==> config.mk <==
export PLATFORM = sky130hd
export DESIGN_NAME = mul_share_arb
export DESIGN_NICKNAME = d
export VERILOG_FILES = /design/src/rtl/fma_pkg.sv /design/src/rtl/mul_share_tag_pipe.sv /design/src/rtl/mul_share_arb.sv
export SDC_FILE = /design/constraint.sdc
export NUM_CORES = 1
export LEC_CHECK = 0
export BUFFER_PORTS_ARGS = -buffer_cell sky130_fd_sc_hd__buf_2
export CORE_AREA = 2 2 109 111
export DETAILED_ROUTE_END_ITERATION = 6
export DIE_AREA = 0 0 111 113
export PLACE_DENSITY = 0.48
export RECOVER_POWER = 50
export SETUP_SLACK_MARGIN = 0.5
export SLEW_MARGIN = 20
export SYNTH_ARGS = -nofsm -noshare
export SYNTH_HDL_FRONTEND = slang
export SYNTH_SLANG_ARGS = --single-unit
export TNS_END_PERCENT = 5
==> constraint.sdc <==
create_clock -name clk -period 2.25 [get_ports clk]
set_input_delay 0.1125 -clock clk [delete_from_list [all_inputs] [get_ports clk]]
set_output_delay 0.1125 -clock clk [all_outputs]
set_load 0.1 [all_outputs]
==> src/rtl/fma_pkg.sv <==
// Shared FMA types and constants: multiplier lane widths, latency default and the
// tag carried alongside each product through the shared multiplier.
package fma_pkg;

  localparam int unsigned MUL_AW      = 27;
  localparam int unsigned MUL_BW      = 27;
  localparam int unsigned MUL_LAT_DEF = 1;

  // Tags are sized for the largest supported requester count so one type fits every build.
  localparam int unsigned MUL_NREQ_MAX = 8;
  localparam int unsigned MUL_IDW_MAX  = 3;

  typedef struct packed {
    logic                   valid;
    logic [MUL_IDW_MAX-1:0] id;
  } mul_tag_t;

  typedef struct packed {
    logic              en;
    logic [MUL_AW-1:0] a;
    logic [MUL_BW-1:0] b;
  } mulit_t;

  typedef struct packed {
    logic [MUL_AW+MUL_BW-1:0] out;
  } mulot_t;

  // Requester tag width; a single-bit tag is kept even where one requester would need none.
  function automatic int unsigned idw_of(input int unsigned n);
    return (n > 32'd1) ? unsigned'($clog2(n)) : 32'd1;
  endfunction

endpackage

==> src/rtl/mul_share_tag_pipe.sv <==
// LAT-deep shift register of requester tags that tracks products through the shared
// multiplier; exposes the head tag and a registered busy flag.
module mul_share_tag_pipe
  import fma_pkg::*;
#(
  parameter int unsigned LAT = MUL_LAT_DEF
) (
  input  logic     clk,
  input  logic     reset,
  input  mul_tag_t tag_in,
  output mul_tag_t tag_head,
  output logic     busy
);

  mul_tag_t stage      [LAT];
  mul_tag_t stage_next [LAT];
  logic     busy_next;

  always_comb begin
    stage_next[0] = tag_in;
    for (int unsigned i = 1; i < LAT; i++) begin
      stage_next[i] = stage[i-1];
    end
    // busy reflects the stage contents that will be present after this edge.
    busy_next = 1'b0;
    for (int unsigned i = 0; i < LAT; i++) begin
      busy_next = busy_next | stage_next[i].valid;
    end
  end

  always_ff @(posedge clk) begin
    if (!reset) begin
      for (int unsigned i = 0; i < LAT; i++) begin
        stage[i] <= '0;
      end
      busy <= 1'b0;
    end else begin
      for (int unsigned i = 0; i < LAT; i++) begin
        stage[i] <= stage_next[i];
      end
      busy <= busy_next;
    end
  end

  assign tag_head = stage[LAT-1];

endmodule

==> src/rtl/mul_share_arb.sv <==
// Arbiter sharing one pipelined multiplier lane among NREQ requesters, with result steering.
// Define MUL_SHARE_ARB_RR_EN for round-robin arbitration; default is lowest-index-wins.
module mul_share_arb
  import fma_pkg::*;
#(
  parameter int unsigned NREQ = 2,
  parameter int unsigned AW   = MUL_AW,
  parameter int unsigned BW   = MUL_BW,
  parameter int unsigned LAT  = MUL_LAT_DEF
) (
  input  logic                 clk,
  input  logic                 reset,
  input  logic [NREQ-1:0]      req_valid,
  input  logic [NREQ*AW-1:0]   req_a,
  input  logic [NREQ*BW-1:0]   req_b,
  output logic [NREQ-1:0]      req_grant,
  output logic [NREQ-1:0]      rsp_valid,
  output logic [AW+BW-1:0]     rsp_out,
  output logic                 busy,
  output logic                 mul_en,
  output logic [AW-1:0]        mul_a,
  output logic [BW-1:0]        mul_b,
  input  logic [AW+BW-1:0]     mul_out
);

  localparam int unsigned IDW = idw_of(NREQ);

  logic           grant_any;
  logic [IDW-1:0] grant_idx;

`ifdef MUL_SHARE_ARB_RR_EN
  logic [IDW-1:0] rr_ptr;
  logic [IDW-1:0] rr_ptr_next;
  int unsigned    cand;
  logic           hit;

  always_comb begin
    grant_any = 1'b0;
    grant_idx = '0;
    cand      = 0;
    hit       = 1'b0;
    for (int unsigned k = 0; k < NREQ; k++) begin
      cand = 32'(rr_ptr) + k;
      if (cand >= NREQ) begin
        cand = cand - NREQ;
      end
      hit = 1'b0;
      for (int unsigned j = 0; j < NREQ; j++) begin
        if (cand == j) begin
          hit = req_valid[j];
        end
      end
      if (!grant_any && hit) begin
        grant_any = 1'b1;
        grant_idx = IDW'(cand);
      end
    end
    if (!reset) begin
      grant_any = 1'b0;
    end
  end

  always_comb begin
    rr_ptr_next = rr_ptr;
    if (grant_any) begin
      rr_ptr_next = (grant_idx == IDW'(NREQ - 1)) ? '0 : grant_idx + IDW'(1);
    end
  end

  always_ff @(posedge clk) begin
    if (!reset) begin
      rr_ptr <= '0;
    end else begin
      rr_ptr <= rr_ptr_next;
    end
  end
`else
  always_comb begin
    grant_any = 1'b0;
    grant_idx = '0;
    for (int unsigned k = 0; k < NREQ; k++) begin
      if (!grant_any && req_valid[k]) begin
        grant_any = 1'b1;
        grant_idx = IDW'(k);
      end
    end
    if (!reset) begin
      grant_any = 1'b0;
    end
  end
`endif

  // Decode the winner and steer its operands onto the lane; zeros when idle.
  always_comb begin
    req_grant = '0;
    mul_a     = '0;
    mul_b     = '0;
    for (int unsigned j = 0; j < NREQ; j++) begin
      if (grant_any && (grant_idx == IDW'(j))) begin
        req_grant[j] = 1'b1;
        mul_a        = req_a[j*AW +: AW];
        mul_b        = req_b[j*BW +: BW];
      end
    end
  end

  assign mul_en = grant_any;

  mul_tag_t tag_in;
  mul_tag_t tag_head;

  always_comb begin
    tag_in              = '0;
    tag_in.valid        = grant_any;
    tag_in.id[IDW-1:0]  = grant_idx;
  end

  mul_share_tag_pipe #(
    .LAT (LAT)
  ) u_tag_pipe (
    .clk      (clk),
    .reset    (reset),
    .tag_in   (tag_in),
    .tag_head (tag_head),
    .busy     (busy)
  );

  // Results emerging while reset is low belong to discarded tags and are suppressed.
  always_comb begin
    rsp_valid = '0;
    rsp_out   = '0;
    if (reset && tag_head.valid) begin
      rsp_out = mul_out;
      for (int unsigned j = 0; j < NREQ; j++) begin
        if (tag_head.id == MUL_IDW_MAX'(j)) begin
          rsp_valid[j] = 1'b1;
        end
      end
    end
  end

endmodule

==> key figures <==
Layout
  – Layout Nets: 682
  – Max FFs per register: 2
  – Layout cells sized above 1: 0.673
  – Antenna fix cells: 0
  – FILL cells: 1,299
  – Area Overhead vs Synth: 114%
  – Largest Register: u_tag_pipe.stage
  – Largest regs: u_tag_pipe.stage x2

Logic synthesis
  – Post-synthesis xor/xnor area fraction: 0
  – Sequential area share after synthesis: 0.0289
  – Synth Area in Simple Gates: 0.624
  – Synth top area share: 0.249
  – Distinct cells, synth: 15
  – Post-Syn Area per Cell: 5.22 um^2
  – Adder-Cell Fraction of Synth Area: 0
  – Syn nets: 431
  – Synth warn: 0
  – Top cells by area, synth: and3_1 (25%), nand3_1 (20%), nand2_1 (15%)
  – Post-Syn Area: 1380 um^2
  – Largest family of logic cells by synthesized area: simple AND/OR/NAND/NOR gates
  – Cells after Synth: 265
  – Compound-Gate Fraction of Synth Area: 0.195
  – Post-synthesis mux area share: 0
  – Yosys top cell by area: and3_1
  – Yosys reg bits: 2

Worst setup path
  – Critical Path Source Type: flop
  – Crit. End Element: output pin
  – CP required: 2140 ps
  – Cell depth of the worst setup path: 1
  – CP peak stage delay: 900 ps
  – Data arrival time of the critical path: 1720 ps
  – Setup crit start: u_tag_pipe.stage[0][1]
  – CP Max Fanout: 57
  – Delay-heaviest family, CP: buffers and inverters
  – Slowest CP cell: clkbuf_1
  – CP Class: flop to output pin
  – Worst-path cell chain: clkbuf_1
  – WP buf/inv: 1

Place
  – GPL Wtd Cong: 0.836
  – Count of port buffers added during placement: 279
  – Post-DP HPWL: 6.35 mm
  – Setup WS pre-CTS: 590 ps

Min path
  – HP Class: input port to flop
  – Hold path startpoint: req_valid[1]
  – Hold Path Cell Cnt: 3

Timing
  – Setup_tns: 0 ps
  – Final worst slack: 421 ps
  – Final worst path period share: 0.813
  – Final hold vios: 0
  – Fmax: 547 MHz
  – RSZ-0062 raised after global routing: false
  – Worst slack on hold paths: 213 ps
  – Fin crit period: 1830 ps
  – Rel. slew slack: 0.233
  – Number of setup violations in the final report: 0
  – Max Slew Vio Count: 0
  – Worst-margin pin slew: 1160 ps

Detailed routing
  – Vias: 2,796
  – Number of routed nets with antenna violations: 0
  – Vias per cell: 4.26
  – Total Wirelength: 7.72 mm
  – # DRC: 0
  – Routed WL per cell: 11.7 um
  – Pre-antenna DRT Iters: 4
  – DRT iter0 DRCs: 62

Power and ir drop
  – NetSw: 0.963 mW
  – Sequential Power Share: 0.035
  – Leakage: 1.85 nW
  – Worst vdd rail ir drop: 0.187 mV
  – PwrDens: 492 nW/um^2
  – Clock power frac: 0.180
  – Cell Int Power: 0.496 mW
  – Comb power frac: 0.786
  – Switch share: 0.660

Clock network
  – Num CTS Buffers: 3
  – CTS Hold Bufs: 0
  – Clock sink total: 2
  – Clock Root Buffer: clkbuf_16
  – H-tree levels: 1
  – CTS clk-pin slew, worst paths: 30 ps
  – Max clock buf depth: 2
  – TritonCTS clock tree: yes

Floorplan
  – I/O Pins: 280
  – Die height: 113 um
  – DIE AREA: 12,500 um^2
  – Site Rows: 39
  – Core ar.: 11,300 um^2
  – Die W: 111 um
  – Initial Util: 0.123

Global routing
  – Pin count of the biggest net entering global routing: 85
  – Initial antenna violation count: 0
  – GRT Resource Usage Total: 0.108
  – First-pass GRT wire length: 11.6 mm
  – GRT overflow: 0
  – Number of global-route vias before repair: 2,519

Outcome
  – Status: completed

Job
  – Max cap viols: 0
## synthesized netlist by cell type
master and n:
dfxtp_1 2, buf_4 10, o21ai_0 15, and2_1 1
o21ai_1 39, nor2_1 6, nand2b_4 1, clkbuf_1 9
clkbuf_2 4, buf_2 11, inv_1 1, and3_1 55
nand3_1 54, buf_6 2, nand2_1 55
## metrics by stage
stage	instances	utilization	total power, mW	cell area (um^2)
4_1_cts	657	0.263	1.47	2960
5_1_grt	657	0.263	1.52	2960
3_5_place_dp	654	0.256	1.20	2880
6_report	657	0.263	1.46	2960
2_1_floorplan	265	-	0.963	1480
3_3_place_gp	654	0.256	1.20	2880
## routing by layer
metal | vias up | share of wire | global-route usage
li1 | 1421 | - | -
met4 | 0 | 0.0044 | 0.0100
met1 | 1202 | 0.39 | 0.120
met5 | - | 0 | 0
met2 | 169 | 0.52 | 0.220
met3 | 4 | 0.087 | 0.0187
## worst paths after layout
check	endpoint
setup / recovery	busy
hold / removal	u_tag_pipe.stage[0][1]
## cell usage in the layout, fill, tap and decap left out, types with 2 or more instances in the layout
cell type,netlist,layout
o21ai_1,39,50
o21ai_2,0,4
nand2_1,55,55
and3_2,0,55
buf_4,10,2
clkbuf_16,0,3
nand3_1,54,54
nor2_1,6,5
clkbuf_2,4,53
buf_2,11,224
## area by class of cell
class                   count  area (um^2)  share of cell area
well taps                 143          179              0.0604
multi-input cells         226         1220               0.413
flip-flops and latches      2         43.8              0.0148
repair buffers            282         1440               0.485
inverters                   1         3.75             0.00127
clock buffers               3         75.1              0.0253
## power by group through the flow
stage | Combinational (mW) | Clock [mW] | Sequential [mW]
2_1_floorplan | 0.915 | 0 | 0.0484
3_3_place_gp | 1.15 | 0 | 0.0507
3_5_place_dp | 1.15 | 0 | 0.0516
4_1_cts | 1.15 | 0.266 | 0.0506
5_1_grt | 1.20 | 0.273 | 0.0534
6_report | 1.15 | 0.262 | 0.0505
## logic make-up after synthesis
kind of cell | count (synthesis)
AO/OA/AOI/OAI | 54
buffers and inverters | 37
AND/OR/NAND/NOR | 172
flip-flops | 2
## timing repair
action,4_1_cts,5_1_grt
setup endpoints to repair,56,13
setup buffers,0,0
resized for setup,1,1
No activity file was read; power rests on OpenSTA's default activity.
